<file path="config.mk">
export PLATFORM = sky130hd
export DESIGN_NAME = regdst_track_pipe
export DESIGN_NICKNAME = d
export VERILOG_FILES = /design/src/rtl/regdst_pkg.sv /design/src/rtl/regdst_track_pipe_dst_match.sv /design/src/rtl/regdst_track_pipe.sv
export SDC_FILE = /design/constraint.sdc
export NUM_CORES = 1
export LEC_CHECK = 0
export ABC_AREA = 1
export CAP_MARGIN = 20
export CORE_ASPECT_RATIO = 1.4
export CORE_MARGIN = 2
export CORE_UTILIZATION = 46
export DETAILED_ROUTE_END_ITERATION = 8
export PLACE_DENSITY = 0.82
export SLEW_MARGIN = 20
export SYNTH_ARGS = -nofsm -noshare
export SYNTH_HDL_FRONTEND = slang
export SYNTH_HIERARCHICAL = 1
export SYNTH_SLANG_ARGS = --single-unit
</file>
<file path="constraint.sdc">
create_clock -name clk -period 2.3 [get_ports clk]
set_input_delay 0.575 -clock clk [delete_from_list [all_inputs] [get_ports clk]]
set_output_delay 0.575 -clock clk [all_outputs]
set_load 0.02 [all_outputs]
</file>
<file path="src/rtl/regdst_pkg.sv">
// Shared register-destination encodings and constants, used by the control unit
// and by the destination-tracking pipeline.
package regdst_pkg;

  typedef enum logic [1:0] {
    REG_DST_RT   = 2'b00,
    REG_DST_RD   = 2'b01,
    REG_DST_RA   = 2'b10,
    REG_DST_NONE = 2'b11
  } reg_dst_e;

  localparam int REG_ZERO        = 0;
  localparam int RA_ADDR_DEFAULT = 31;

endpackage

</file>
<file path="src/rtl/regdst_track_pipe_dst_match.sv">
// Finds the youngest valid pipeline stage whose destination equals a source register.
// Register zero never matches.
module dst_match
  import regdst_pkg::*;
#(
  parameter int ADDR_W = 5,
  parameter int DEPTH  = 3
) (
  input  logic [ADDR_W-1:0]       i_q,
  input  logic [DEPTH*ADDR_W-1:0] i_stageDst,
  input  logic [DEPTH-1:0]        i_stageVld,
  output logic [DEPTH-1:0]        o_oh,
  output logic                    o_hit
);

  logic [DEPTH-1:0] w_match;
  logic             w_qNonZero;

  assign w_qNonZero = (i_q != ADDR_W'(REG_ZERO));

  for (genvar g = 0; g < DEPTH; g++) begin : g_cmp
    assign w_match[g] = i_stageVld[g] && w_qNonZero &&
                        (i_stageDst[g*ADDR_W +: ADDR_W] == i_q);
  end

  // Isolating the lowest set bit keeps only the youngest matching stage.
  assign o_oh  = w_match & (~w_match + DEPTH'(1));
  assign o_hit = |w_match;

endmodule

</file>
<file path="src/rtl/regdst_track_pipe.sv">
// Selects the write-destination register and tracks it through DEPTH stages,
// driving the register-file write port and rs/rt hazard detection.
module regdst_track_pipe
  import regdst_pkg::*;
#(
  parameter int ADDR_W  = 5,
  parameter int DEPTH   = 3,
  parameter int RA_ADDR = RA_ADDR_DEFAULT
) (
  input  logic                    clk,
  input  logic                    rst_n,
  input  logic                    in_valid,
  input  logic                    reg_write,
  input  logic [1:0]              reg_dst,
  input  logic [ADDR_W-1:0]       rt,
  input  logic [ADDR_W-1:0]       rd,
  input  logic                    stall,
  input  logic                    flush,
  input  logic [ADDR_W-1:0]       rs_q,
  input  logic [ADDR_W-1:0]       rt_q,
  output logic [ADDR_W-1:0]       write_register,
  output logic [DEPTH*ADDR_W-1:0] stage_dst,
  output logic [DEPTH-1:0]        stage_vld,
  output logic [ADDR_W-1:0]       wb_dst,
  output logic                    wb_we,
  output logic [DEPTH-1:0]        hz_rs_oh,
  output logic [DEPTH-1:0]        hz_rt_oh,
  output logic                    hz_rs_hit,
  output logic                    hz_rt_hit
);

  logic [ADDR_W-1:0] w_writeRegister;
  logic              w_newVld;

  // The "no write" encoding still presents rt so the mux output is always defined.
  always_comb begin
    w_writeRegister = rt;
    case (reg_dst_e'(reg_dst))
      REG_DST_RT:   w_writeRegister = rt;
      REG_DST_RD:   w_writeRegister = rd;
      REG_DST_RA:   w_writeRegister = ADDR_W'(RA_ADDR);
      REG_DST_NONE: w_writeRegister = rt;
      default:      w_writeRegister = rt;
    endcase
  end

  assign write_register = w_writeRegister;
  assign w_newVld = in_valid && reg_write &&
                    (reg_dst_e'(reg_dst) != REG_DST_NONE) &&
                    (w_writeRegister != ADDR_W'(REG_ZERO));

  for (genvar g = 0; g < DEPTH; g++) begin : g_stage
    logic [ADDR_W-1:0] r_dst;
    logic              r_vld;
    logic [ADDR_W-1:0] w_dIn;
    logic              w_vIn;

    if (g == 0) begin : g_head
      assign w_dIn = w_writeRegister;
      assign w_vIn = w_newVld;
    end else begin : g_body
      assign w_dIn = g_stage[g-1].r_dst;
      assign w_vIn = g_stage[g-1].r_vld;
    end

    // Flush only clears valid bits; destinations hold until the next advance.
    always_ff @(posedge clk) begin
      if (!rst_n) begin
        r_dst <= '0;
        r_vld <= 1'b0;
      end else if (flush) begin
        r_vld <= 1'b0;
      end else if (!stall) begin
        r_dst <= w_dIn;
        r_vld <= w_vIn;
      end
    end

    assign stage_dst[g*ADDR_W +: ADDR_W] = r_dst;
    assign stage_vld[g]                  = r_vld;
  end

  assign wb_dst = stage_dst[(DEPTH-1)*ADDR_W +: ADDR_W];
  assign wb_we  = stage_vld[DEPTH-1];

  dst_match #(.ADDR_W(ADDR_W), .DEPTH(DEPTH)) u_rsMatch (
    .i_q        (rs_q),
    .i_stageDst (stage_dst),
    .i_stageVld (stage_vld),
    .o_oh       (hz_rs_oh),
    .o_hit      (hz_rs_hit)
  );

  dst_match #(.ADDR_W(ADDR_W), .DEPTH(DEPTH)) u_rtMatch (
    .i_q        (rt_q),
    .i_stageDst (stage_dst),
    .i_stageVld (stage_vld),
    .o_oh       (hz_rt_oh),
    .o_hit      (hz_rt_hit)
  );

endmodule
</file>
* Word level (Yosys, flattened, before mapping) *
Cells that the tools add are included.
W data, S select, Z words.

word-level totals
  register bits after elaboration = 18
  latch bits = 0
  memory bits (writable) = 0
  ROM bits = 0
  word-level logic and storage cells = 50
  memories kept = 0

operators by class
  $add $sub $neg = 2
  multiply operators = 0
  div/mod/pow operators = 0
  order comparisons = 0
  equal/unequal tests = 10
  shift operators = 0
  multiplexer cells = 1
  bitwise logic cells = 7
  reduce and logical (&&, ||, !) cells = 24

operators by type and width
  kind                   number
  $eq A5 B5 Y1           6
  $logic_and A1 B1 Y1    15
  $pmux W5 S3            1
  $reduce_bool A5 Y1     3
  $add A3 B1 Y3 const B  2
  $and A3 B3 Y3          2
  $not A3 Y3             2
  $reduce_or A3 Y1       2
  $eq A2 B2 Y1 const B   2
  $reduce_or A2 Y1       2
  $not A1 Y1             3
  $eq A2 B1 Y1 const B   1
  $logic_not A2 Y1       1
  $ne A2 B2 Y1 const B   1
  $reduce_and A2 Y1      1

* Depth between registers and ports, before layout *
  depth in word-level cells = 6
  depth in mapped cells = 9
  gate-level depth less buffers = 9

* Cells and area by module *
The synthesis kept the hierarchy.

modules (own cells, without submodules)
  module             times used  cells an instance  area an instance (µm²)  sequential area each (µm²)
  regdst_track_pipe  1           123                895.9                   360.3
  dst_match          2           74                 322.8                   0.0

* Least setup slack after synthesis *
No wires, ideal clock.

  kind = input to output
  start point = in rs_q[1]
  end point = out hz_rs_oh[1]
  arrival time = 1.317 ns
  data required time = 1.725 ns
  slack = 0.408 ns
  stages = 7
  buffers on the path = 0
  cells stage by stage = inv_2 -> nand3_1 -> nor2_2 -> nor2_1 -> nand2_2 -> inv_2 -> nor2_1

between the ends
  word-level cells in the longest chain between the ends = 6
  elaborated cells between the ends (all ways) = 10

ends and longest elaborated chain
  item                               line                               RTL
  start: declaration                 regdst_track_pipe.sv:19            input logic [ADDR_W-1:0] rs_q,
  $reduce_bool A5 Y1                 regdst_track_pipe_dst_match.sv:19  assign w_qNonZero = (i_q != ADDR_W'(REG_ZERO));
  $logic_and A1 B1 Y1 (2 in series)  regdst_track_pipe_dst_match.sv:22  assign w_match[g] = i_stageVld[g] && w_qNonZero &&
  $not A3 Y3                         regdst_track_pipe_dst_match.sv:27  assign o_oh = w_match & (~w_match + DEPTH'(1));
  $add A3 B1 Y3                      regdst_track_pipe_dst_match.sv:27
  $and A3 B3 Y3 *                    regdst_track_pipe_dst_match.sv:27
  end: declaration                   regdst_track_pipe.sv:26            output logic [DEPTH-1:0] hz_rs_oh,

Every way passes the cells marked *; elsewhere a longest branch is shown, timed or not.

* Final worst setup path *
  start point = in rt_q[1]
  end point = out hz_rt_oh[2]

between the ends
  word-level cells in the longest chain between the ends = 6
  elaborated cells between the ends (all ways) = 13

ends and longest elaborated chain
  item                               line                               RTL
  start: declaration                 regdst_track_pipe.sv:20            input logic [ADDR_W-1:0] rt_q,
  $reduce_bool A5 Y1                 regdst_track_pipe_dst_match.sv:19
  $logic_and A1 B1 Y1 (2 in series)  regdst_track_pipe_dst_match.sv:22
  $not A3 Y3                         regdst_track_pipe_dst_match.sv:27
  $add A3 B1 Y3                      regdst_track_pipe_dst_match.sv:27
  $and A3 B3 Y3 *                    regdst_track_pipe_dst_match.sv:27
  end: declaration                   regdst_track_pipe.sv:27            output logic [DEPTH-1:0] hz_rt_oh,

Marks and branches as above.

==> summary.txt <==
STA
  – Worst-case headroom to the max-slew limit: between 70% and 80%
  – Final hold vios: 0
  – Largest clock skew in the final design: between 0.002 and 0.0025 ns
  – Total setup violations reported at the end of the flow: 0
  – Max-slew violation count: 0
  – Max Freq: 0.454 GHz
  – Crit path time final: 2.20 ns
  – RSZ-0062 raised after global routing: false
  – Worst-margin pin slew: between 0.3 and 0.4 ns
  – Tcrit/Tclk final: approximately 96%

Clock tree
  – Worst-path clk slew: 0.06 ns
  – CTS max path bufs: 2
  – Clock sinks: 18
  – Root buf cell: sky130_fd_sc_hd__clkbuf_8
  – # H-tree levels: 1
  – TritonCTS clock tree: yes
  – Post-CTS Hold Buffers: 0
  – Skew-Pair Late Insertion Delay: 0.26 ns
  – Number of buffers added by the clock tree synthesis step: 3

Yosys
  – Adder and majority gate portion of the synthesized area: about 2.4%
  – Simple-gate share of the synthesized area: approximately two fifths
  – Dominant combinational cell family by area after synthesis: simple AND/OR/NAND/NOR gates
  – Multiplexer share of the synthesized area: 0%
  – Synth Area in Compound Gates: between 10% and 20%
  – Sequential area share after synthesis: a little under a quarter
  – Mapped cell area: about 1500 sq um
  – Synth Net Count: ~300
  – Post-synthesis cell type count: 22
  – Flip-flop and latch count after synthesis: 18
  – YS warnings: 6
  – Post-synthesis share of cell area spent on xor and xnor gates: around 4.5%
  – Post-synthesis cell count: around 270
  – Synth Area per Inst: between 5 and 6 sq um

Floorplan
  – Number of top-level pins: 65
  – Die Area: 3840 sq um
  – Die H: approximately 72 um
  – Total core area: 3150 sq um
  – Number of standard-cell rows in the floorplan: 24
  – Horizontal extent of the die: between 50 and 60 um
  – Starting density of the core: about half

GRT
  – Initial antenna violation count: 0
  – Vias in the first global route: between 1500 and 2000
  – Total routing usage reported by global routing: between 20% and 30%
  – Maximum number of pins on one net before global-route repair: 17
  – Wire length of the first global-routing pass: 7090 um
  – Total overflow reported by the global router: 0

Drt
  – Detailed-route vias per instance: 4.78
  – First drt pass iteration count: 5
  – Detailed Route Iter0 Violations: 45
  – Total detailed-routing wirelength: between 4000 and 5000 um
  – Detail-routed net length per standard cell: 11.0 um
  – Number of nets with antenna violations after routing: 0
  – Number of vias after detailed routing: around 1800
  – Detailed-route DRC error count: 0

Worst setup path
  – Critical Path Source Type: input port
  – Required time of the critical path: about 1.7 ns
  – CP max-delay cell: sky130_fd_sc_hd__dlygate4sd2_1
  – Arrival time at the worst endpoint: between 1.5 and 2 ns
  – Chain of cells forming the critical path: dlygate4sd2_1 > inv_2 > nand3_1 > nor2_4 > nor2_1 > nand2_1 > nand2_1 > nor2_2 > buf_4
  – Kind of cell adding the most delay to the critical path: simple AND/OR/NAND/NOR gates
  – CP Buf/Inv Count: 3
  – CP Class: input port to output pin
  – Maximum single-stage delay on the critical path: about 0.26 ns
  – CP dominant cell by count: sky130_fd_sc_hd__nand2_1
  – Crit. End Element: output pin
  – Largest driver fanout on the critical path: 5

Power and ir drop
  – Cell-internal power: approximately 0.66 mW
  – Clock Power Share: between 20% and 30%
  – Peak ir drop on the vdd network: between 300 and 400 uV
  – Power per standard cell area: roughly 430 nW/um^2
  – Flop pwr share: 37.0%
  – Sw Share: between 30% and 40%
  – Combinational power share: roughly 37%
  – Leak: 1.17 nW
  – Net switching power figure: roughly 0.32 mW

Run status
  – Result of the run: complete, no violations

Placement
  – Half-perimeter wire length of the detailed placement result: between 3000 and 4000 um
  – Input/output buffers: 64
  – Gpl congestion: 0.833
  – Cell count after placement: 377

Final layout
  – Commonest cells after routing, fill and taps aside: 84 x sky130_fd_sc_hd__nand2_1, 41 x sky130_fd_sc_hd__inv_1, 39 x sky130_fd_sc_hd__clkdlybuf4s50_1
  – Total number of nets in the final design: between 300 and 400
  – Total of fill cells in the finished design: 299
  – P&R area growth vs syn: 48.1%
  – Post-Route Utilization: between 70 and 80%
  – Proportion of layout cells with a drive suffix above 1: approximately a fifth
  – Antenna cell count: 0
  – Most common library cell in the layout ignoring fill and taps: sky130_fd_sc_hd__nand2_1
  – Fin cells: 381

Worst hold path
  – Class of the worst hold path: register to register

Flow run
  – Max-capacitance violation count: 0
logic make-up (layout without fill, tap and decap cells):
logic type,count (synthesis),count (layout)
AND/OR/NAND/NOR,143,143
adder cells (fa/ha/maj),3,3
buffers and inverters,65,136
XOR/XNOR,8,8
AO/OA/AOI/OAI,34,34
flip-flops,18,18
path summary, 6_finish.rpt:
check                            from             endpoint  slack (ns)  cells past startpoint
hold reg to reg      g_stage[1].r_vld                wb_we        0.51                      2
hold / removal       g_stage[1].r_vld                wb_we        0.51                      2
setup reg to reg  g_stage[0].r_dst[4]  g_stage[0].r_dst[4]        1.49                      3
setup / recovery              rt_q[1]          hz_rt_oh[2]         0.1                      9
cells in the mapped netlist:
master                     instances  area share, %
sky130_fd_sc_hd__o21a_1            2           0.97
sky130_fd_sc_hd__a21oi_2           1           0.57
sky130_fd_sc_hd__a21boi_1          4            1.9
sky130_fd_sc_hd__o21ai_1          17            5.5
sky130_fd_sc_hd__buf_2             1           0.32
sky130_fd_sc_hd__nand4_1           1           0.41
sky130_fd_sc_hd__o21bai_2          1           0.73
sky130_fd_sc_hd__ha_1              3            2.4
sky130_fd_sc_hd__o21ai_0           2           0.65
sky130_fd_sc_hd__nand2_2           8            3.2
sky130_fd_sc_hd__nand3_2           1           0.65
sky130_fd_sc_hd__nand3_1           8            2.6
sky130_fd_sc_hd__nand2_1          84             20
sky130_fd_sc_hd__xnor2_1           8            4.5
sky130_fd_sc_hd__a21oi_1           7            2.3
sky130_fd_sc_hd__nor2_2            5            2.0
sky130_fd_sc_hd__dfxtp_1          18             23
sky130_fd_sc_hd__buf_4            10            4.9
sky130_fd_sc_hd__inv_1            43             10
sky130_fd_sc_hd__nor2_4            1           0.73
sky130_fd_sc_hd__inv_2            11            2.7
sky130_fd_sc_hd__nor2_1           35            8.5
worst reg2reg max path, stage by stage, from the launching register on:
cell                      delay, ns
sky130_fd_sc_hd__dfxtp_1       0.41
sky130_fd_sc_hd__buf_4         0.15
sky130_fd_sc_hd__o21ai_1       0.06
sky130_fd_sc_hd__a21oi_1       0.11
power by group through the flow:
stage,Combinational [mW],Clock (mW),Sequential [mW]
floorplan,0.173,0,0.383
global placement,0.359,0,0.367
detailed placement,0.365,0,0.368
CTS,0.358,0.260,0.361
global route,0.395,0.277,0.365
finish,0.357,0.258,0.361
registers in the layout (all words and copies together) (netlist names):
| register | cells |
|---|---|
| g_stage.r_dst | 10 |
| g_stage.r_vld | 2 |
| wb_dst | 5 |
| wb_we | 1 |
per-layer routing:
layer,global-route usage (%),vias to the layer above,part of all wire [%]
met5,0,-,0
met4,8.83,0,1.7
met3,2.06,5,5.0
met2,46.8,59,58
met1,26.0,814,36
li1,-,944,-
cell type report:
type	count	area, sq um	area share (%)
well taps	39	48.8	2.14
multi-input cells	188	926	40.5
repair buffers	78	691	30.2
flip-flops and latches	18	360	15.8
clock buffers	4	55.1	2.41
inverters	54	203	8.88
metrics by stage:
step	hold slack [ns]	setup slack, ns	cell area [sq um]	setup TNS (ns)	total power [mW]
global placement	0.494	-0.585	2270	-7.32	0.725
CTS	0.509	0.0562	2280	0	0.979
floorplan	0.463	0.408	1540	0	0.556
global route	0.544	0.00368	2280	0	1.04
detailed placement	0.499	-0.609	2270	-7.60	0.732
finish	0.508	0.0984	2280	0	0.975
timing repair:
item	in CTS	in global routing
endpoints found under the hold margin	0	0
pin swaps	4	4
setup endpoints to repair	13	4
buffers inserted	0	0
resized for setup	76	9
No activity file was read; power rests on OpenSTA's default activity.
